### src/rtl/care_action_arbiter_pkg.sv
// Shared constants, state encoding and round-robin helper for the care action arbiter.
package care_pkg;

    localparam int ACT_W = 2;
    localparam int N_ACT = 4;

    localparam logic [ACT_W-1:0] ACT_SALUD     = 2'd0;
    localparam logic [ACT_W-1:0] ACT_ENERGIA   = 2'd1;
    localparam logic [ACT_W-1:0] ACT_HAMBRE    = 2'd2;
    localparam logic [ACT_W-1:0] ACT_DIVERSION = 2'd3;

    typedef enum logic [1:0] {
        ST_IDLE     = 2'd0,
        ST_OFFER    = 2'd1,
        ST_COOLDOWN = 2'd2
    } state_t;

    // First set request bit searching upward from last+1, wrapping mod N_ACT.
    function automatic logic [ACT_W-1:0] rr_pick(input logic [N_ACT-1:0] req,
                                                 input logic [ACT_W-1:0] last);
        logic [ACT_W-1:0] idx;
        logic             found;
        rr_pick = '0;
        found   = 1'b0;
        for (int i = 1; i <= N_ACT; i++) begin
            idx = last + ACT_W'(i);
            if (!found && req[idx]) begin
                rr_pick = idx;
                found   = 1'b1;
            end
        end
    endfunction

endpackage

### src/rtl/care_action_arbiter_if.sv
// Valid/ready action port between the care arbiter (master) and the pet FSM (slave).
interface care_action_arbiter_if;
    import care_pkg::*;

    // act_valid rises only with a stable act_code and stays high, code unchanged,
    // until the cycle in which act_ready is also high; that cycle is the transfer.
    logic             act_valid;
    logic             act_ready;
    logic [ACT_W-1:0] act_code;

    modport master (output act_valid, output act_code, input act_ready);
    modport slave  (input act_valid, input act_code, output act_ready);
endinterface

### src/rtl/care_action_arbiter_edge_latch.sv
// Per-button rising-edge detector with a sticky pending bit and a dropped-press pulse.
module care_edge_latch (
    input  logic clk,
    input  logic reset,
    input  logic btn,
    input  logic clr,
    output logic pending,
    output logic drop
);

    logic prev_q, prev_d;
    logic pend_q, pend_d;
    logic rise;

    always_comb begin
        rise   = btn & ~prev_q;
        prev_d = btn;
        pend_d = pend_q;
        // A new press in the same cycle as the grant re-arms the request.
        if (clr)  pend_d = 1'b0;
        if (rise) pend_d = 1'b1;
    end

    always_ff @(posedge clk) begin
        if (reset) begin
            prev_q <= btn;
            pend_q <= 1'b0;
        end else begin
            prev_q <= prev_d;
            pend_q <= pend_d;
        end
    end

    assign pending = pend_q;
    assign drop    = rise & pend_q;

endmodule

### src/rtl/care_action_arbiter.sv
// Round-robin arbiter of the four care buttons onto the pet FSM action port, with cooldown
// and a held-button test mode. Define CARE_ARB_DROP_CNT_EN to build the dropped-press counter.
module care_action_arbiter
    import care_pkg::*;
#(
    parameter int COOLDOWN  = 25,
    parameter int HOLD_TEST = 250
) (
    input  logic                         clk,
    input  logic                         reset,
    input  logic                         btn_salud,
    input  logic                         btn_energia,
    input  logic                         btn_hambre,
    input  logic                         btn_diversion,
    input  logic                         btn_test,
    care_action_arbiter_if.master        act,
    output logic [N_ACT-1:0]             pending,
    output logic                         busy,
    output logic                         test_mode,
    output logic [7:0]                   drop_cnt,
    output state_t                       state_dbg
);

    localparam int CD_W   = (COOLDOWN > 1) ? $clog2(COOLDOWN) : 1;
    localparam int HOLD_W = $clog2(HOLD_TEST + 1);
    localparam logic [HOLD_W-1:0] HOLD_MAX = HOLD_W'(HOLD_TEST);
    localparam logic [HOLD_W-1:0] HOLD_PRE = HOLD_W'(HOLD_TEST - 1);

    logic [N_ACT-1:0] btn_vec, clr_vec, drop_vec;

    state_t            state_q, state_d;
    logic              act_valid_q, act_valid_d;
    logic [ACT_W-1:0]  act_code_q, act_code_d;
    logic [ACT_W-1:0]  last_q, last_d;
    logic [CD_W-1:0]   cd_q, cd_d;
    logic [HOLD_W-1:0] hold_q, hold_d;
    logic              test_mode_q, test_mode_d;
    logic              hs;

    assign btn_vec = {btn_diversion, btn_hambre, btn_energia, btn_salud};
    assign hs      = act_valid_q & act.act_ready;

    for (genvar i = 0; i < N_ACT; i++) begin : g_latch
        assign clr_vec[i] = hs & (act_code_q == ACT_W'(i));
        care_edge_latch u_latch (
            .clk     (clk),
            .reset   (reset),
            .btn     (btn_vec[i]),
            .clr     (clr_vec[i]),
            .pending (pending[i]),
            .drop    (drop_vec[i])
        );
    end

    always_comb begin
        state_d     = state_q;
        act_valid_d = act_valid_q;
        act_code_d  = act_code_q;
        last_d      = last_q;
        cd_d        = cd_q;
        case (state_q)
            ST_IDLE: begin
                if (|pending) begin
                    act_code_d  = rr_pick(pending, last_q);
                    act_valid_d = 1'b1;
                    state_d     = ST_OFFER;
                end
            end
            ST_OFFER: begin
                if (hs) begin
                    act_valid_d = 1'b0;
                    last_d      = act_code_q;
                    if (COOLDOWN > 0 && !test_mode_q) begin
                        state_d = ST_COOLDOWN;
                        cd_d    = CD_W'(COOLDOWN - 1);
                    end else begin
                        state_d = ST_IDLE;
                    end
                end
            end
            ST_COOLDOWN: begin
                // Test mode cuts any running cooldown short.
                if (test_mode_q || cd_q == '0) state_d = ST_IDLE;
                else                           cd_d    = cd_q - CD_W'(1);
            end
            default: begin
                state_d     = ST_IDLE;
                act_valid_d = 1'b0;
            end
        endcase
    end

    always_comb begin
        hold_d      = hold_q;
        test_mode_d = test_mode_q;
        if (!btn_test) begin
            hold_d = '0;
        end else if (hold_q != HOLD_MAX) begin
            hold_d = hold_q + HOLD_W'(1);
            if (hold_q == HOLD_PRE) test_mode_d = ~test_mode_q;
        end
    end

    always_ff @(posedge clk) begin
        if (reset) begin
            state_q     <= ST_IDLE;
            act_valid_q <= 1'b0;
            act_code_q  <= '0;
            last_q      <= ACT_DIVERSION;
            cd_q        <= '0;
            hold_q      <= '0;
            test_mode_q <= 1'b0;
        end else begin
            state_q     <= state_d;
            act_valid_q <= act_valid_d;
            act_code_q  <= act_code_d;
            last_q      <= last_d;
            cd_q        <= cd_d;
            hold_q      <= hold_d;
            test_mode_q <= test_mode_d;
        end
    end

`ifdef CARE_ARB_DROP_CNT_EN
    logic [7:0] drop_cnt_q, drop_cnt_d;
    logic [8:0] drop_sum;

    always_comb begin
        drop_sum = {1'b0, drop_cnt_q} + 9'(drop_vec[0]) + 9'(drop_vec[1])
                 + 9'(drop_vec[2]) + 9'(drop_vec[3]);
        drop_cnt_d = (drop_sum > 9'd255) ? 8'hFF : drop_sum[7:0];
    end

    always_ff @(posedge clk) begin
        if (reset) drop_cnt_q <= '0;
        else       drop_cnt_q <= drop_cnt_d;
    end

    assign drop_cnt = drop_cnt_q;
`else
    logic unused_drop;
    assign unused_drop = ^drop_vec;
    assign drop_cnt    = '0;
`endif

    assign act.act_valid = act_valid_q;
    assign act.act_code  = act_code_q;
    assign busy          = (state_q != ST_IDLE);
    assign test_mode     = test_mode_q;
    assign state_dbg     = state_q;

endmodule

### src/flat_wrapper.sv
// flat-port wrapper written by rule: the top's interface ports become plain ports
module care_action_arbiter_flat import care_pkg::*;
#(
    parameter int COOLDOWN  = 25,
    parameter int HOLD_TEST = 250
)
  (clk, reset, btn_salud, btn_energia, btn_hambre, btn_diversion, btn_test, pending, busy, test_mode, drop_cnt, state_dbg, act_act_valid, act_act_code, act_act_ready);
  care_action_arbiter_if act_i ();
  input  logic clk;
  input  logic reset;
  input  logic btn_salud;
  input  logic btn_energia;
  input  logic btn_hambre;
  input  logic btn_diversion;
  input  logic btn_test;
  output logic [N_ACT-1:0] pending;
  output logic busy;
  output logic test_mode;
  output logic [7:0] drop_cnt;
  output state_t state_dbg;
  output wire logic [$bits(act_i.act_valid)-1:0] act_act_valid;
  output wire logic [$bits(act_i.act_code)-1:0] act_act_code;
  input wire logic [$bits(act_i.act_ready)-1:0] act_act_ready;
  assign act_act_valid = act_i.act_valid;
  assign act_act_code = act_i.act_code;
  assign act_i.act_ready = act_act_ready;
  care_action_arbiter #(.COOLDOWN(COOLDOWN), .HOLD_TEST(HOLD_TEST)) u_core (.clk(clk), .reset(reset), .btn_salud(btn_salud), .btn_energia(btn_energia), .btn_hambre(btn_hambre), .btn_diversion(btn_diversion), .btn_test(btn_test), .act(act_i), .pending(pending), .busy(busy), .test_mode(test_mode), .drop_cnt(drop_cnt), .state_dbg(state_dbg));
endmodule
### config.mk
export PLATFORM = sky130hd
export DESIGN_NAME = care_action_arbiter_flat
export DESIGN_NICKNAME = d
export VERILOG_FILES = /design/src/rtl/care_action_arbiter_pkg.sv /design/src/rtl/care_action_arbiter_if.sv /design/src/rtl/care_action_arbiter_edge_latch.sv /design/src/rtl/care_action_arbiter.sv /design/src/flat_wrapper.sv
export SDC_FILE = /design/constraint.sdc
export NUM_CORES = 1
export LEC_CHECK = 0
export CORE_UTILIZATION = 46
export DETAILED_ROUTE_END_ITERATION = 7
export PLACE_DENSITY = 0.8
export SYNTH_ARGS = -nofsm -noshare
export SYNTH_HDL_FRONTEND = slang
export SYNTH_SLANG_ARGS = --single-unit
### constraint.sdc
create_clock -name clk -period 1.54 [get_ports clk]
set_input_delay 0.231 -clock clk [delete_from_list [all_inputs] [get_ports clk]]
set_output_delay 0.231 -clock clk [all_outputs]
set_load 0.03 [all_outputs]
==> flow_summary_export.csv, run 1 <==
group,metric,value,unit
power,p_switching,503.1,uW
clock_tree,path_clk_slew,100,ps
synth,syn_inst,165,
clock_tree,clock_latency,340,ps
synth,ys_seq_elements,29,
detailed_routing,ant_nets,0,
detailed_routing,drt_iter0_markers,63,
final_layout,utilization,63.16,%
placed_design,hpwl,2230,um
floorplanning,die_w,57.52,um
floorplanning,die_area,3308,um^2
global_route,grt.total_usage,20.93,%
clock_tree,clk_path_buf_depth,2,
worst_setup_path,crit_end,"u_core.cd_q[2]",
floorplanning,core,2829,um^2
final_layout,fillCellCount,235,
placed_design,gp_congestion,0.8248,
final_layout,fin_nets,209,
floorplanning,start_util,50.11,%
worst_setup_path,end_kind,"flop",
placed_design,place_inst,219,
clock_tree,cts_buffers,5,
final_layout,fin_area,1787,um^2
synth,synth_warnings,0,
final_layout,final_cell_count_no_fill,229,
timing,clock.fmax,647.5,MHz
global_route,grtUsageMet1,21.58,%
global_route,grt_antenna_before_repair,0,
min_path,min_path_type,"input pin to flop",
worst_setup_path,rr_worst_depth,4,
detailed_routing,wl_per_cell,13.72,um
detailed_routing,drc_errors,2,
global_route,grt_busiest_layer,"met2",
global_route,use_met3,6.803,%
clock_tree,cts_root_buf,"clkbuf_4",
floorplanning,io_pins,27,
detailed_routing,viasPerCell,5.367,
power,finalPower,1.661,mW
power,vdd_drop_max,0.5701,mV
detailed_routing,drtPass1Iterations,6,
timing,post-route-min-period,1544,ps
global_route,grt_pass1_vias,1220,
timing,timing.hold.ws,349.0,ps
power,p_clk_share,28.8,%
synth,yosys-top-cells-area,"dfxtp_1, buf_4, nor2_1, a21oi_1, ha_1",
worst_setup_path,crit_start,"u_core.test_mode",
detailed_routing,routed_wl,3141,um
flow_run,max_cap_violations,0,
clock_tree,cts_max_level,2,
floorplanning,row_count,19,
synth,synth.yosys.seq_area_share,40.95,%
synth,yosys.area.top_type,"dfxtp_1",
global_route,use_met2,37.71,%
placed_design,io_buffer_count,18,
power,intPower,1.158,mW
placed_design,placed_cell_area,1675,um^2
power,p_leak,0.7470,nW
timing,fin_ws,-4.383,ps
global_route,globalRouteOverflowTotal,0,
worst_setup_path,reg2reg_from,"u_core.test_mode",
synth,synth.distinct_cells,39,
global_route,grt_pass1_wl,5188,um
worst_setup_path,crit_type,"flop to flop",
detailed_routing,dr_total_vias,1229,
outcome,violations,"DRC, setup timing",
clock_tree,cts.sinks,29,
final_layout,final_common_cell,"dfxtp_1",
power,p_per_area,929.6,nW/um^2
final_layout,diodes,0,
worst_setup_path,worst_ep_required_time,1790,ps
worst_setup_path,rrSetupSlack,-4,ps
clock_tree,cts_tree,"built",
worst_setup_path,crit_fanout,2,
final_layout,drive_gt1_share,21.72,%
clock_tree,cts_hold_buf,0,
timing,slew_violations,0,
synth,netlist_area,1418,um^2
synth,yosysTopAreaCellShare,40.95,%
worst_setup_path,rr_endpoint,"u_core.cd_q[2]",
power,combPwrFrac,21.4,%
synth,syn_avg_cell_area,8.592,um^2
worst_setup_path,cp.arrival,1800,ps
timing,clock_skew,15.19,ps
floorplanning,die_height,57.52,um
timing,hold_violations,0,
worst_setup_path,cp-start-kind,"flop",
power,seq_power_share,49.8,%
timing,min_period_over_period,100.3,%
final_layout,synthToLayoutAreaGrowth,26.04,%
timing,final-setup-viol-count,1,
power,switching_share,30.29,%
global_route,grt_max_degree,18,
timing,rsz0062_at_grt,"yes",
outcome,outcome,"finished with violations",
final_layout,final_cell_mix,"dfxtp_1, nor2_1, buf_4",
## routing by layer
layer	vias to the layer above	wire length (um)
li1	611	-
met1	582	1297
met2	27	1616
met3	9	135
met4	0	92
met5	-	0
## per-stage QoR
stage,setup TNS (ps),setup slack [ps]
floorplan,-81.62,-81.62
global placement,0,12.65
detailed placement,-165.1,-61.14
CTS,-104.3,-60.09
global route,-138.9,-60.93
finish,-4.383,-4.383
## cells by family (layout without fill, tap and decap cells)
| kind of cell | count (synthesis) | count (layout) | share of synthesized area (%) |
|---|---|---|---|
| and+or+nand+nor | 63 | 63 | 24.27 |
| AOI/OAI and AO/OA | 32 | 32 | 14.92 |
| DFF | 29 | 29 | 40.95 |
| buffers and inverters | 27 | 53 | 10.33 |
| xor gates and xnor gates | 7 | 7 | 4.325 |
| adders and majority gates | 4 | 4 | 3.531 |
| muxes | 2 | 2 | 1.412 |
| other | 1 | 8 | 0.2645 |
## power by group through the flow
stage               Clock (mW)  Sequential (mW)  Combinational (mW)
floorplan                    0            0.879               0.201
global placement             0            0.839               0.350
detailed placement           0            0.844               0.361
CTS                      0.496            0.825               0.352
global route             0.525            0.835               0.387
finish                   0.478            0.828               0.355
## cell usage after synthesis
cell type / count
a211o_1: 2
a211oi_1: 2
a211oi_2: 1
a21o_1: 2
a21oi_1: 11
a311oi_1: 2
and3_1: 1
buf_1: 1
buf_4: 12
clkbuf_1: 4
conb_1: 1
dfxtp_1: 29
ha_1: 4
inv_1: 10
mux2i_1: 2
nand2_1: 5
nand2b_1: 8
nand3_1: 3
nand3b_1: 3
nand4_1: 2
nand4b_1: 1
nor2_1: 20
nor2b_1: 3
nor3_1: 2
nor3b_1: 3
nor4_1: 3
nor4b_1: 1
o211ai_1: 2
o21ai_0: 4
o21bai_1: 1
o22ai_1: 1
o31ai_1: 4
or2_1: 1
or2_2: 2
or3_1: 3
or3b_4: 1
or4_1: 1
xnor2_1: 4
xor2_1: 3
## sequential cells by signal, summed over array words and instances (netlist names)
name and count:
u_core.hold_q 8, u_core.cd_q 5, u_core.g_latch.u_latch.pending 4, u_core.g_latch.u_latch.prev_q 4
u_core.act.act_code 2, u_core.last_q 2, u_core.state_dbg 2, u_core.act.act_valid 1
u_core.test_mode 1
## what timing repair did
item	in CTS	in global routing
gates resized for setup	16	13
setup buffers	1	1
pin swaps	4	3
endpoints found under the setup margin	14	11
## layout make-up
| cell class | instances | area (um^2) | area share [%] |
|---|---|---|---|
| well taps | 31 | 38.79 | 2.171 |
| multi-input cells | 116 | 773.2 | 43.28 |
| flip-flops and latches | 29 | 591.8 | 33.12 |
| inverters | 10 | 37.54 | 2.101 |
| clock buffers | 8 | 58.81 | 3.291 |
| repair buffers | 35 | 286.5 | 16.04 |
## critical path: stages, from the launching register on
cell	delay, ps
dfxtp_2	340
or3b_4	390
or2_1	230
or3_4	340
a211oi_2	170
## how the worst min path moves through the flow
stage                          start                               end  slack [ps]  depth (start not counted)
finish                 btn_diversion  u_core.g_latch[3].u_latch.prev_q         350                          1
global route           btn_diversion  u_core.g_latch[3].u_latch.prev_q         360                          1
CTS                    btn_diversion  u_core.g_latch[3].u_latch.prev_q         330                          1
detailed placement  u_core.hold_q[7]                  u_core.hold_q[7]         480                          2
global placement      u_core.cd_q[4]                    u_core.cd_q[4]         460                          2
floorplan                  btn_salud  u_core.g_latch[0].u_latch.prev_q         260                          0
(Power assumes the default switching activity.)
==> run 2: changes to the inputs <==
Clock period 1.54 ns to 1.3 ns, I/O delays scaled along.
==> run 2 against run 1 <==
The flow still finishes with violations (DRC, setup timing). Design area increased by 8.7%. Sequential power up 19%. Register-to-register slack got worse by 300 ps. Hold slack lost 30 ps. Final cell count up 4.4%. Routed wire length rose by 4.6%. Utilization increased by 5.5 points. Clock skew down 7.9 ps. First-iteration DRC count is 16% higher. Critical path type unchanged. Critical endpoint unchanged. Largest power group unchanged.
==> flow_summary_export.csv, run 2 (synthesized netlist as in run 1, its figures left out) <==
group,metric,value,unit
worst_setup_path,crit_type,"flop to flop",
worst_setup_path,worst_ep_required_time,1560,ps
timing,fin_ws,-305.3,ps
global_route,grt_pass1_vias,1278,
global_route,grt_max_degree,18,
final_layout,diodes,0,
outcome,violations,"DRC, setup timing",
final_layout,fin_nets,219,
timing,clock.fmax,622.9,MHz
timing,final-setup-viol-count,13,
global_route,globalRouteOverflowTotal,0,
timing,slew_violations,0,
global_route,grt_pass1_wl,5492,um
timing,tns,-1589,ps
worst_setup_path,crit_fanout,3,
floorplanning,die_height,57.52,um
flow_run,max_cap_violations,0,
power,p_per_area,1020,nW/um^2
power,finalPower,1.980,mW
timing,rsz0062_at_grt,"yes",
final_layout,largestRegisters,"u_core.hold_q x8, u_core.cd_q x5",
clock_tree,cts_max_level,2,
clock_tree,cts_tree,"built",
floorplanning,start_util,50.11,%
worst_setup_path,end_kind,"flop",
detailed_routing,routed_wl,3287,um
detailed_routing,drtPass1Iterations,6,
placed_design,place_inst,227,
power,p_leak,0.7968,nW
final_layout,largest_reg_flops,8,
clock_tree,clk_path_buf_depth,2,
clock_tree,clock_latency,330,ps
global_route,grt.total_usage,22.34,%
floorplanning,die_area,3308,um^2
clock_tree,cts_buffers,5,
final_layout,final_cell_count_no_fill,239,
final_layout,largest-register,"u_core.hold_q",
min_path,min_path_type,"input pin to flop",
worst_setup_path,cp-start-kind,"flop",
final_layout,drive_gt1_share,37.02,%
detailed_routing,drc_errors,4,
detailed_routing,ant_nets,0,
global_route,grt_antenna_before_repair,0,
clock_tree,path_clk_slew,90,ps
floorplanning,row_count,19,
final_layout,final_common_cell,"buf_4",
floorplanning,io_pins,27,
floorplanning,core,2829,um^2
detailed_routing,wl_per_cell,13.75,um
final_layout,utilization,68.64,%
timing,hold_violations,0,
placed_design,io_buffer_count,18,
placed_design,gp_congestion,0.9297,
clock_tree,cts_hold_buf,0,
worst_setup_path,cp.arrival,1870,ps
power,vdd_drop_max,0.8273,mV
clock_tree,cts_root_buf,"clkbuf_4",
timing,post-route-min-period,1605,ps
detailed_routing,drt_iter0_markers,73,
outcome,outcome,"finished with violations",
final_layout,synthToLayoutAreaGrowth,36.98,%
detailed_routing,dr_total_vias,1265,
final_layout,final_cell_mix,"buf_4, dfxtp_1, nor2_1",
timing,clock_skew,7.290,ps
clock_tree,cts.sinks,29,
detailed_routing,viasPerCell,5.293,
timing,min_period_over_period,123.5,%
floorplanning,die_w,57.52,um
placed_design,hpwl,2256,um
-- run 2: cell count changes in the layout (fill, tap and decap cells not counted), moves of 3 or more --
| cell | delta |
|---|---|
| dlygate4sd2_1 | -9 |
| ha_1 | -3 |
| buf_4 | +16 |
| dfxtp_2 | +4 |
| dfxtp_1 | -6 |
| inv_1 | -3 |
-- run 2: worst paths after layout --
path	start	endpoint	slack, ps	depth (start not counted)
max	u_core.state_dbg[0]	u_core.cd_q[2]	-310	4
min	btn_diversion	u_core.g_latch[3].u_latch.prev_q	320	1
max reg2reg	u_core.state_dbg[0]	u_core.cd_q[2]	-310	4
min reg2reg	u_core.g_latch[0].u_latch.prev_q	u_core.g_latch[0].u_latch.pending	500	2
-- run 2: final cells by class --
| type | instances | area [um^2] |
|---|---|---|
| flip-flops and latches | 29 | 604.3 |
| repair buffers | 45 | 371.6 |
| clock inverters | 3 | 12.51 |
| multi-input cells | 116 | 837.1 |
| well taps | 31 | 38.79 |
| inverters | 10 | 40.04 |
| fillers | 215 | 887.1 |
| clock buffers | 5 | 37.54 |
-- run 2: repair_timing --
item                                    in CTS  in global routing
setup buffers                                3                  2
endpoints found under the setup margin      18                 21
pin swaps                                   10                  7
gates resized for setup                     22                 25
-- run 2: layer usage --
| metal | track usage (%) | vias up | part of all wire [%] |
|---|---|---|---|
| met5 | 0 | - | 0 |
| met1 | 23.07 | 594 | 41 |
| li1 | - | 632 | - |
| met2 | 39.37 | 30 | 52 |
| met3 | 7.710 | 9 | 4.2 |
| met4 | 12.20 | 0 | 2.2 |
-- run 2: stage by stage --
step	hold WS (ps)	area [um^2]	worst slack, ps
floorplan	222.7	1476	-321.0
global placement	468.2	1742	-245.9
detailed placement	491.0	1742	-299.3
CTS	313.4	1876	-295.0
global route	313.2	1942	-328.2
finish	318.9	1942	-305.3
-- run 2: power breakdown --
part           switching [mW]  leakage (nW)  internal (mW)  total (mW)
logic                   0.266         0.525          0.218       0.484
clock network           0.314        0.0300          0.195       0.508
registers              0.0518         0.242          0.936       0.988
-- run 2: critical path, stage by stage (launching register included) --
cell and delay, ps:
dfxtp_4 350, or3b_4 390, or2_4 240, or3_4 370, a211oi_2 180
==> edit, RTL diff (flow settings as in run 2) <==
Take the reset off `hold_q` and load it in a clocked block of its own.
--- a/src/rtl/care_action_arbiter.sv
+++ b/src/rtl/care_action_arbiter.sv
@@ -108,7 +108,6 @@
             act_code_q  <= '0;
             last_q      <= ACT_DIVERSION;
             cd_q        <= '0;
-            hold_q      <= '0;
             test_mode_q <= 1'b0;
         end else begin
             state_q     <= state_d;
@@ -116,9 +115,12 @@
             act_code_q  <= act_code_d;
             last_q      <= last_d;
             cd_q        <= cd_d;
-            hold_q      <= hold_d;
             test_mode_q <= test_mode_d;
         end
+    end
+
+    always_ff @(posedge clk) begin
+        hold_q <= hold_d;
     end
 
 `ifdef CARE_ARB_DROP_CNT_EN
Check against the original RTL: same outputs for any inputs over 10 cycles, from zero or initial values and one cycle with reset high; that may be too few to reach the edited logic, so the function may still have changed.
==> edit against run 2 <==
Area after synthesis grew 1.1%. Clock power grew 10%. Cell area grew 0.58%. Critical endpoint is now u_core.cd_q[3]. Sequential cell count is the same. Count of clock-buffer cells in the layout grew 2. Clock skew grew 5.8 ps. Cell count is the same. Wire length grew 9.1%. Setup slack gained 43 ps. Total power grew 4.4%. The run still ends with DRC, setup timing left. Maximum frequency grew 2.7%.
==> edit: results (changes against run 2) <==
Parameter                              Value

Outcome
  Violated checks ... DRC, setup timing (unchanged)
  Run status ... finished with violations (unchanged)

Synthesis
  Adder-cell area share of the yosys netlist ... 3.49% (was 3.53%)
  Synthesized area divided by synthesized cell count ... 8.74 um^2 (was 8.59 um^2)
  Number of distinct library cell variants in the gate-level netlist after synthesis ... 42 (was 39)
  Post-synthesis compound-gate area fraction ... 15.5% (was 14.9%)
  Mux cell area share after synthesis ... 0.699% (was 1.41%)
  Xor-xnor portion of the synthesized cell area ... 6.11% (was 4.32%)

Drt
  Detailed route wirelength on metal2 ... 1850 um (was 1720 um)
  Detailed-routing iteration count for the pre-antenna-repair pass ... 8 (was 6)
  Average routed wire per standard cell ... 15.0 um (was 13.8 um)
  Number of remaining DRC errors ... 3 (was 4)
  Detailed router's first-iteration violation count ... 153 (was 73)

Global route
  Global-route wire length before repair ... 5330 um (was 5490 um)
  Global-route met2 utilization ... 36.9% (was 39.4%)

Critical path
  Worst reg2reg path depth ... 6 (was 4)
  Reg-to-Reg End ... u_core.cd_q[3] (was u_core.cd_q[2])
  Arrival time at the worst endpoint ... 1770 ps (was 1870 ps)
  Critical path origin ... u_core.cd_q[1] (was u_core.state_dbg[0])
  Crit path largest cell delay ... 500 ps (was 390 ps)

Pwr
  Leak pwr ... 0.819 nW (was 0.797 nW)
  Switching share of power ... 31.8% (was 31.9%)

Finish
  Share of post-route cells with drive strength above 1 ... 36.1% (was 37.0%)

STA
  Setup clock skew after layout ... 13.1 ps (was 7.29 ps)
  Worst Setup Slack, final ... -262 ps (was -305 ps)
  Final setup fails ... 7 (was 13)

Placed design
  Routability congestion estimate ... 0.885 (was 0.930)
  Estimated wirelength of the detail-placed design ... 2270 um (was 2260 um)

Hold path
  Endpoint, Worst Hold ... u_core.g_latch[1].u_latch.prev_q (was u_core.g_latch[3].u_latch.prev_q)
-- edit: metrics by stage --
step                TNS [ps]  hold WS, ps  instance area, um^2
global route           -1470          340                 1950
global placement       -1090          458                 1780
finish                  -996          344                 1950
detailed placement     -1610          468                 1780
floorplan               -375          223                 1490
CTS                     -833          329                 1890
-- edit: what timing repair did --
action                                  4_1_cts  5_1_grt
buffers inserted                              1        3
endpoints found under the setup margin       14       20
gates cloned                                  0        0
gates resized for setup                      19       20
pin swaps                                     8        5
-- edit: layout make-up --
type	instances	area, um^2	share of cell area, %
Multi-Input combinational cell	112	833	42.7
Sequential cell	29	601	30.7
Timing Repair Buffer	46	373	19.1
Tap cell	31	38.8	1.99
Clock buffer	7	55.1	2.82
Inverter	14	52.6	2.69
-- edit: power by group through the flow --
stage	Sequential, mW	Combinational (mW)	Clock, mW
after floorplan	1.05	0.254	0
after global placement	1.01	0.445	0
after detailed placement	1.01	0.463	0
after CTS	0.998	0.468	0.572
after global routing	1.01	0.531	0.606
final	1.01	0.498	0.561
